===== src/rtl/flit_sink_monitor.sv =====
// flit_sink_monitor: receive-side framing checker for a mux output port.
// It tracks HEAD / DATA* / TAIL packet framing and counts packets, flits
// and the payload bit toggles between consecutive flits of a packet.
// Error flags are sticky and keep the first error code seen.
module flit_sink_monitor #(
  parameter int PAYW       = 64,
  parameter int TYPEW      = 3,
  parameter int VCHW       = 1,
  parameter int MAXLEN     = 1024,
  parameter int T_NONE     = 0,
  parameter int T_HEAD     = 1,
  parameter int T_TAIL     = 2,
  parameter int T_HEADTAIL = 3,
  parameter int T_DATA     = 4
) (
  input  logic                  clk,
  input  logic                  rst,
  input  logic [TYPEW+PAYW-1:0] idata,
  input  logic                  ivalid,
  input  logic [VCHW-1:0]       ivch,
  input  logic                  clr,
  output logic [31:0]           pkt_cnt,
  output logic [31:0]           flit_cnt,
  output logic [31:0]           toggle_cnt,
  output logic [15:0]           last_len,
  output logic                  pkt_done,
  output logic                  busy,
  output logic                  err,
  output logic [2:0]            err_code
);

  localparam int CNTW = $clog2(PAYW + 1);
  localparam logic [TYPEW-1:0] TY_NONE     = TYPEW'(T_NONE);
  localparam logic [TYPEW-1:0] TY_HEAD     = TYPEW'(T_HEAD);
  localparam logic [TYPEW-1:0] TY_TAIL     = TYPEW'(T_TAIL);
  localparam logic [TYPEW-1:0] TY_HEADTAIL = TYPEW'(T_HEADTAIL);
  localparam logic [TYPEW-1:0] TY_DATA     = TYPEW'(T_DATA);
  localparam logic [15:0]      MAXLEN_L    = 16'(MAXLEN);

  typedef enum logic [0:0] {S_IDLE = 1'b0, S_BODY = 1'b1} state_t;

  // Number of set bits in a payload word.
  function automatic logic [CNTW-1:0] popcount(input logic [PAYW-1:0] v);
    logic [CNTW-1:0] c;
    c = '0;
    for (int i = 0; i < PAYW; i++) begin
      c = c + CNTW'(v[i]);
    end
    return c;
  endfunction

  // 32-bit add that sticks at all-ones instead of wrapping.
  function automatic logic [31:0] sat_add(input logic [31:0] a, input logic [31:0] b);
    logic [32:0] s;
    s = {1'b0, a} + {1'b0, b};
    return s[32] ? 32'hFFFF_FFFF : s[31:0];
  endfunction

  state_t            state_r, state_n;
  logic [PAYW-1:0]   prev_r, prev_n;
  logic [15:0]       len_r, len_n;
  logic [VCHW-1:0]   vch_r, vch_n;
  logic              ovl_r, ovl_n;
  logic [31:0]       pkt_cnt_r, pkt_cnt_n;
  logic [31:0]       flit_cnt_r, flit_cnt_n;
  logic [31:0]       toggle_cnt_r, toggle_cnt_n;
  logic [15:0]       last_len_r, last_len_n;
  logic              pkt_done_r;
  logic              err_r, err_n;
  logic [2:0]        err_code_r, err_code_n;

  logic [TYPEW-1:0]  typ_s;
  logic [PAYW-1:0]   pay_s;
  logic [CNTW-1:0]   hd_s;
  logic              done_s;
  logic [15:0]       done_len_s;
  logic [31:0]       tog_inc_s;
  logic [2:0]        ecode_s;

  assign typ_s = idata[TYPEW+PAYW-1:PAYW];
  assign pay_s = idata[PAYW-1:0];
  assign hd_s  = popcount(pay_s ^ prev_r);

  // Framing FSM: next state, packet registers and the error raised by this flit.
  always_comb begin
    state_n    = state_r;
    prev_n     = prev_r;
    len_n      = len_r;
    vch_n      = vch_r;
    ovl_n      = ovl_r;
    done_s     = 1'b0;
    done_len_s = 16'd0;
    tog_inc_s  = 32'd0;
    ecode_s    = 3'd0;
    if (ivalid) begin
      case (state_r)
        S_IDLE: begin
          case (typ_s)
            TY_HEAD: begin
              state_n = S_BODY;
              len_n   = 16'd1;
              vch_n   = ivch;
              prev_n  = pay_s;
              ovl_n   = 1'b0;
            end
            TY_HEADTAIL: begin
              len_n      = 16'd1;
              done_s     = 1'b1;
              done_len_s = 16'd1;
            end
            TY_DATA, TY_TAIL: ecode_s = 3'd1;
            TY_NONE:          ecode_s = 3'd4;
            default:          ecode_s = 3'd4;
          endcase
        end
        S_BODY: begin
          case (typ_s)
            TY_DATA, TY_TAIL: begin
              if (len_r >= MAXLEN_L) begin
                len_n = MAXLEN_L;
                if (!ovl_r) begin
                  ecode_s = 3'd5;
                  ovl_n   = 1'b1;
                end else begin
                  ovl_n   = 1'b1;
                end
              end else begin
                len_n = len_r + 16'd1;
              end
              // A channel change outranks an overlength on the same flit.
              if (ivch != vch_r) begin
                ecode_s = 3'd3;
              end else begin
                ecode_s = ecode_s;
              end
              tog_inc_s = 32'(hd_s);
              prev_n    = pay_s;
              if (typ_s == TY_TAIL) begin
                state_n    = S_IDLE;
                done_s     = 1'b1;
                done_len_s = len_n;
              end else begin
                state_n    = S_BODY;
              end
            end
            TY_HEAD: begin
              // Abandon the open packet and restart from this flit.
              ecode_s = 3'd2;
              state_n = S_BODY;
              len_n   = 16'd1;
              vch_n   = ivch;
              prev_n  = pay_s;
              ovl_n   = 1'b0;
            end
            TY_HEADTAIL: begin
              ecode_s    = 3'd2;
              state_n    = S_IDLE;
              len_n      = 16'd1;
              done_s     = 1'b1;
              done_len_s = 16'd1;
            end
            TY_NONE: ecode_s = 3'd4;
            default: ecode_s = 3'd4;
          endcase
        end
        default: state_n = S_IDLE;
      endcase
    end else begin
      state_n = state_r;
    end
  end

  // Counters and sticky error: clr zeroes the base, this cycle's flit adds on top.
  always_comb begin
    pkt_cnt_n    = clr ? 32'd0 : pkt_cnt_r;
    flit_cnt_n   = clr ? 32'd0 : flit_cnt_r;
    toggle_cnt_n = clr ? 32'd0 : toggle_cnt_r;
    last_len_n   = clr ? 16'd0 : last_len_r;
    err_n        = clr ? 1'b0  : err_r;
    err_code_n   = clr ? 3'd0  : err_code_r;
    pkt_cnt_n    = sat_add(pkt_cnt_n, {31'd0, done_s});
    flit_cnt_n   = sat_add(flit_cnt_n, {31'd0, ivalid});
    toggle_cnt_n = sat_add(toggle_cnt_n, tog_inc_s);
    if (done_s) begin
      last_len_n = done_len_s;
    end else begin
      last_len_n = last_len_n;
    end
    if ((ecode_s != 3'd0) && !err_n) begin
      err_n      = 1'b1;
      err_code_n = ecode_s;
    end else begin
      err_code_n = err_code_n;
    end
  end

  // State and output registers.
  always_ff @(posedge clk or posedge rst) begin
    if (rst) begin
      state_r      <= S_IDLE;
      prev_r       <= '0;
      len_r        <= 16'd0;
      vch_r        <= '0;
      ovl_r        <= 1'b0;
      pkt_cnt_r    <= 32'd0;
      flit_cnt_r   <= 32'd0;
      toggle_cnt_r <= 32'd0;
      last_len_r   <= 16'd0;
      pkt_done_r   <= 1'b0;
      err_r        <= 1'b0;
      err_code_r   <= 3'd0;
    end else begin
      state_r      <= state_n;
      prev_r       <= prev_n;
      len_r        <= len_n;
      vch_r        <= vch_n;
      ovl_r        <= ovl_n;
      pkt_cnt_r    <= pkt_cnt_n;
      flit_cnt_r   <= flit_cnt_n;
      toggle_cnt_r <= toggle_cnt_n;
      last_len_r   <= last_len_n;
      pkt_done_r   <= done_s;
      err_r        <= err_n;
      err_code_r   <= err_code_n;
    end
  end

  assign pkt_cnt    = pkt_cnt_r;
  assign flit_cnt   = flit_cnt_r;
  assign toggle_cnt = toggle_cnt_r;
  assign last_len   = last_len_r;
  assign pkt_done   = pkt_done_r;
  assign busy       = (state_r == S_BODY);
  assign err        = err_r;
  assign err_code   = err_code_r;

endmodule


===== config.mk =====
export PLATFORM = sky130hd
export DESIGN_NAME = flit_sink_monitor
export DESIGN_NICKNAME = d
export VERILOG_FILES = /design/src/rtl/flit_sink_monitor.sv
export SDC_FILE = /design/constraint.sdc
export NUM_CORES = 1
export LEC_CHECK = 0
export CORE_MARGIN = 4
export CORE_UTILIZATION = 50
export DETAILED_ROUTE_END_ITERATION = 10
export PLACE_DENSITY_LB_ADDON = 0.15
export SLEW_MARGIN = 25
export SYNTH_ARGS = -nofsm -noshare
export SYNTH_HDL_FRONTEND = slang
export SYNTH_SLANG_ARGS = --single-unit
export TNS_END_PERCENT = 10

===== constraint.sdc =====
create_clock -name clk -period 9.5 [get_ports clk]
set_clock_uncertainty 0.15 [all_clocks]
set_input_delay 0.95 -clock clk [delete_from_list [all_inputs] [get_ports clk]]
set_output_delay 0.95 -clock clk [all_outputs]
set_load 0.02 [all_outputs]

### Yosys cells after proc, flatten, opt, wreduce, memory -nomap -nowiden

Cells that the tools add are included.

* word-level logic and storage cells: 153
* input bits: 72
* bits in registers: 200

* mux-type cells: 48
* order comparisons: 1
* equal/unequal tests: 11
* add/subtract/negate cells: 67
* reduce and logical (&&, ||, !) cells: 12
* bitwise logic cells: 2

Operators by type and width (number)
* $add A7 B1 Y7: 57
* $mux W32: 6
* $mux W64: 2
* $pmux W16 S2: 4
* $pmux W64 S2: 1
* $mux W16: 6
* $add A32 B1 Y33: 2
* $xor A64 B64 Y64: 1
* $add A32 B32 Y33: 1
* $mux W7: 3
* $mux W3: 6
* $pmux W3 S2: 3
* $add A16 B1 Y16 const B: 1
* $ge A16 B11 Y1 const B: 1
* $pmux W1 S2: 6
* $mux W1: 11
* $add A6 B1 Y7: 1
* $add A5 B1 Y6: 1
* $eq A3 B2 Y1 const B: 2
* $ne A2 B2 Y1 const B: 3
* $reduce_and A3 Y1: 2
* $add A4 B1 Y5: 1
* $add A3 B1 Y4: 1
* $reduce_and A4 Y1: 1
* other kinds (16): 18

### Logic depth before layout (Yosys ltp)

* word-level depth: 69
* mapped depth: 29
* depth with buffers taken out: 28

### Least setup slack after synthesis

OpenSTA, ideal clock, no wires.

* path type: input -> register
* from: input port idata[29]
* to: register toggle_cnt_r[12], in the netlist toggle_cnt[12]
* data arrival time: 8.033 ns
* slack: 1.178 ns
* data required time: 9.211 ns
* stages: 29
* cells stage by stage: xnor2_1 > fa_1 > inv_1 > fa_1 > inv_1 > fa_1 > fa_1 > inv_1 > fa_1 > fa_1 > inv_1 > fa_1 > fa_1 > inv_1 > ha_1 > fa_1 > a21o_1 > a21oi_1 > nor2b_1 > o21ai_0 > a21oi_1 > ha_1 > o21ai_0 > nor3b_1 > o21a_1 > and3_1 > nand2_1 > clkbuf_1 > o21ai_0

* longest elaborated chain between the ends: 41

Ends and longest elaborated chain
* from (decl): line 18 `input logic [TYPEW+PAYW-1:0] idata,`
* $xor A64 B64 Y64: line 82 `assign hd_s = popcount(pay_s ^ prev_r);`
* $add A7 B1 Y7 (35 in a row): line 47 `c = c + CNTW'(v[i]);`
* $mux W7: line 117 `case (typ_s)`
* $mux W7: line 96 `case (state_r)`
* $mux W7: line 95 `if (ivalid) begin`
* $add A32 B32 Y33: line 55 `s = {1'b0, a} + {1'b0, b};`
* $mux W32: line 56 `return s[32] ? 32'hFFFF_FFFF : s[31:0];`
* via toggle_cnt_n[12]: line 66 `logic [31:0] toggle_cnt_r, toggle_cnt_n;`
* to (signal assigned): line 220 `toggle_cnt_r <= toggle_cnt_n;`
* to (decl): line 66

The timed path passes the listed nets, and every way through them passes these cells.
A chain may end at the register's enable or synchronous reset.

### Worst setup path after layout

* from: input port idata[37]
* to: register toggle_cnt_r[13], in the netlist toggle_cnt[13]

* longest elaborated chain between the ends: 33

Ends and longest elaborated chain (line)
* $xor A64 B64 Y64: 82
* $add A7 B1 Y7 (27 in a row): 47
* $mux W7: 117
* $mux W7: 96
* $mux W7: 95
* $add A32 B32 Y33: 55
* $mux W32: 56
* via toggle_cnt_n[13]: 66

The timed path passes the listed nets, and every way through them passes these cells.

==> metrics.md <==
| Metric | Value |
|---|---|
| Crit-path slowest cell | nor2_1 |
| Flops & latches, synth | 200 |
| First-pass GRT wire length | 44.0 mm |
| Arr. time, crit path | 8.99 ns |
| Clk Latency, worst-skew pair | 0.44 ns |
| Buffers and inverters on the worst path | 5 |
| Area of the multi-input gates | 6280 µm² |
| Worst R2R Start | prev_r[0] |
| Worst Path Required | 9.64 ns |
| Clock slew at reported path FFs | 0.08 ns |
| Die X-Extent | 161 µm |
| Root Buffer | clkbuf_16 |
| Syn Nets | 1241 |
| Hold Crit Depth | 2 |
| Fin crit share | 93.2% |
| CP max FO | 9 |
| Syn. warnings | 0 |
| Number of hold buffers added after cts | 0 |
| # diodes | 0 |
| Area delta synth->final | 23.4% |
| TritonCTS Buffers | 17 |
| Drt first pass iters | 4 |
| Leading area contributor after synthesis | dfrtp_1 |
| Vias in the first global route | 8545 |
| DIE AREA | 25900 µm² |
| Detail Route Antenna Nets | 0 |
| Crit path launch | idata[37] |
| R2R depth | 26 |
| Port Buffer Count | 189 |
| CP Capture Type | register |
| Initial core utilization | 51.2% |
| DR DRC count | 0 |
| Mapped Cells | 1086 |
| Critical R2R Capture | toggle_cnt[13] |
| Ranking of synthesized cells by area | dfrtp_1, fa_1, xnor2_1 |
| CP max stage delay | 0.60 ns |
| Synth cell types | 64 |
| Area occupied by registers | 5000 µm² |
| Hold Vio Cnt, Final | 0 |
| Initial DRC count | 465 |
| Fraction of layout cells with a size suffix above 1 | 9.42% |
| Worst slew pin tran | 0.896 ns |
| Core ar. | 22800 µm² |
| Setup Viol. Count Final | 0 |
| Vias/cell | 5.29 |
| Post-CTS setup buffer count | 0 |
| Crit-path leading delay family | adder cells |
| Top FF cell, synth | dfrtp_1 |
| Status | finished clean |
| MaxCap Viol Count | 0 |
| Final net count | 1416 |
| Wirelength, routed | 26.2 mm |
| Mapped Area | 11700 µm² |
| Site Rows | 55 |
| Sequential area share after synthesis | 42.8% |
| Register-to-register setup slack | 1.23 ns |
| Final Util | 63.2% |
| Synth async-reset ratio | 100% |
| Worst path most repeated cell | fa_1 |
| Hold crit path type | register to register |
| Synth top area share | 42.8% |
| Die height | 161 µm |
| H-tree lvl count | 4 |
| Hold path endpoint | last_len[2] |
| Mean area per synthesized cell | 10.8 µm² |
| WL/cell | 16.5 µm |
| F_max | 113 MHz |
| RSZ-0062 raised after global routing | false |
| Largest net degree at the start of global routing | 127 |
| Filler cells | 1916 |
| CTS Sinks | 200 |
| GRT Util Overall | 20.8% |
| Grt ovf | 0 |
| Max transition margin | 40.3% |
| Post-route minimum period | 8.86 ns |
| I/O pin count | 190 |
| Hold Path Origin | last_len[2] |
| Crit Path Category | input port to register |
| Antenna violations before repair | 0 |
| Crit start category | input port |
| Vias | 8390 |
| EDFF count, synth | 0 |
| # resized after CTS | 0 |
| TritonCTS clock tree | done |
| Maximum clock insertion buffer count | 2 |
| Setup TNS | 0 ns |
| Slew Limit Fails | 0 |
| RD Place Congestion | 0.825 |
| DPL Wire Length | 18.5 mm |
kinds of logic after synthesis:
| family | share of synthesized area (%) |
|---|---|
| simple gates | 15.8 |
| flops | 42.8 |
| fa+ha+maj | 12.4 |
| xor+xnor | 11.7 |
| compound gates | 7.15 |
| mux | 6.51 |
| buf+inv | 3.64 |
cell type report:
class	instances	area share, %
flip-flops and latches	200	34.7
well taps	313	2.71
repair buffers	195	13.4
clock inverters	14	1.08
inverters	61	1.64
clock buffers	18	2.97
multi-input cells	786	43.5
synth_stat cells (8+ instances only):
cell type    n
a21oi_1     18
and2_1      17
and3_1      18
and4_1       8
clkbuf_1    25
dfrtp_1    200
fa_1        55
ha_1        28
inv_1       61
mux2_2      61
nand2_1     89
nand2b_1    25
nand3_1     29
nand4_1     21
nor2_1      51
nor2b_1     31
nor3_1      23
o21ai_0     65
o31ai_1     10
xnor2_1     85
xor2_1      71
layer usage:
layer	GRT usage [%]	up-vias	wire (µm)
li1	-	4006	-
met1	30.7	4187	12400
met2	32.4	181	12300
met3	3.85	16	1130
met4	4.34	0	274
met5	0	-	0
worst min-delay path: cells and delay by family, from the launching register on:
kind | cells | cell delay [ns]
AOI/OAI and AO/OA | 1 | 0.06
DFF | 1 | 0.35
and+or+nand+nor | 1 | 0.05
per-stage QoR:
step | hold WS (ns) | cells | setup WS (ns) | instance area (µm²)
after global routing | 0.365 | 1587 | 0.154 | 14400
after floorplan | 0.301 | 1086 | 1.18 | 11700
after CTS | 0.340 | 1587 | 0.612 | 14400
after global placement | 0.316 | 1555 | 0.296 | 13800
after detailed placement | 0.322 | 1555 | 0.176 | 13800
final | 0.332 | 1587 | 0.642 | 14400
placed cells by master (no fill, tap or decap), types with 5 or more instances in the layout:
master	instances
a21oi_1	18
a31oi_1	5
and2_1	17
and3_1	18
and4_1	8
buf_4	6
clkbuf_16	17
clkdlybuf4s50_1	188
dfrtp_1	200
fa_1	55
ha_1	28
inv_1	60
inv_8	5
mux2_2	61
nand2_1	89
nand2b_1	25
nand3_1	29
nand4_1	21
nor2_1	50
nor2b_1	31
nor3_1	23
o21a_1	5
o21ai_0	65
o21ai_1	7
o31ai_1	10
xnor2_1	85
xor2_1	71
flip-flops by register name, summed over array words and instances, names as in the netlist, 3 cells and up:
name	cells
prev_r	64
err_code	3
flit_cnt	32
last_len	16
pkt_cnt	32
len_r	16
toggle_cnt	32
how the worst max path moves through the flow:
stage | end | slack, ns | cells after the start
after CTS | toggle_cnt[13] | 0.61 | 28
after global placement | toggle_cnt[17] | 0.30 | 29
final | toggle_cnt[13] | 0.64 | 28
after floorplan | toggle_cnt[12] | 1.18 | 29
after global routing | toggle_cnt[13] | 0.15 | 28
after detailed placement | toggle_cnt[13] | 0.18 | 28
Power is not shown: default switching activity piles up to over one toggle a cycle in this logic, so the estimate is an artifact.
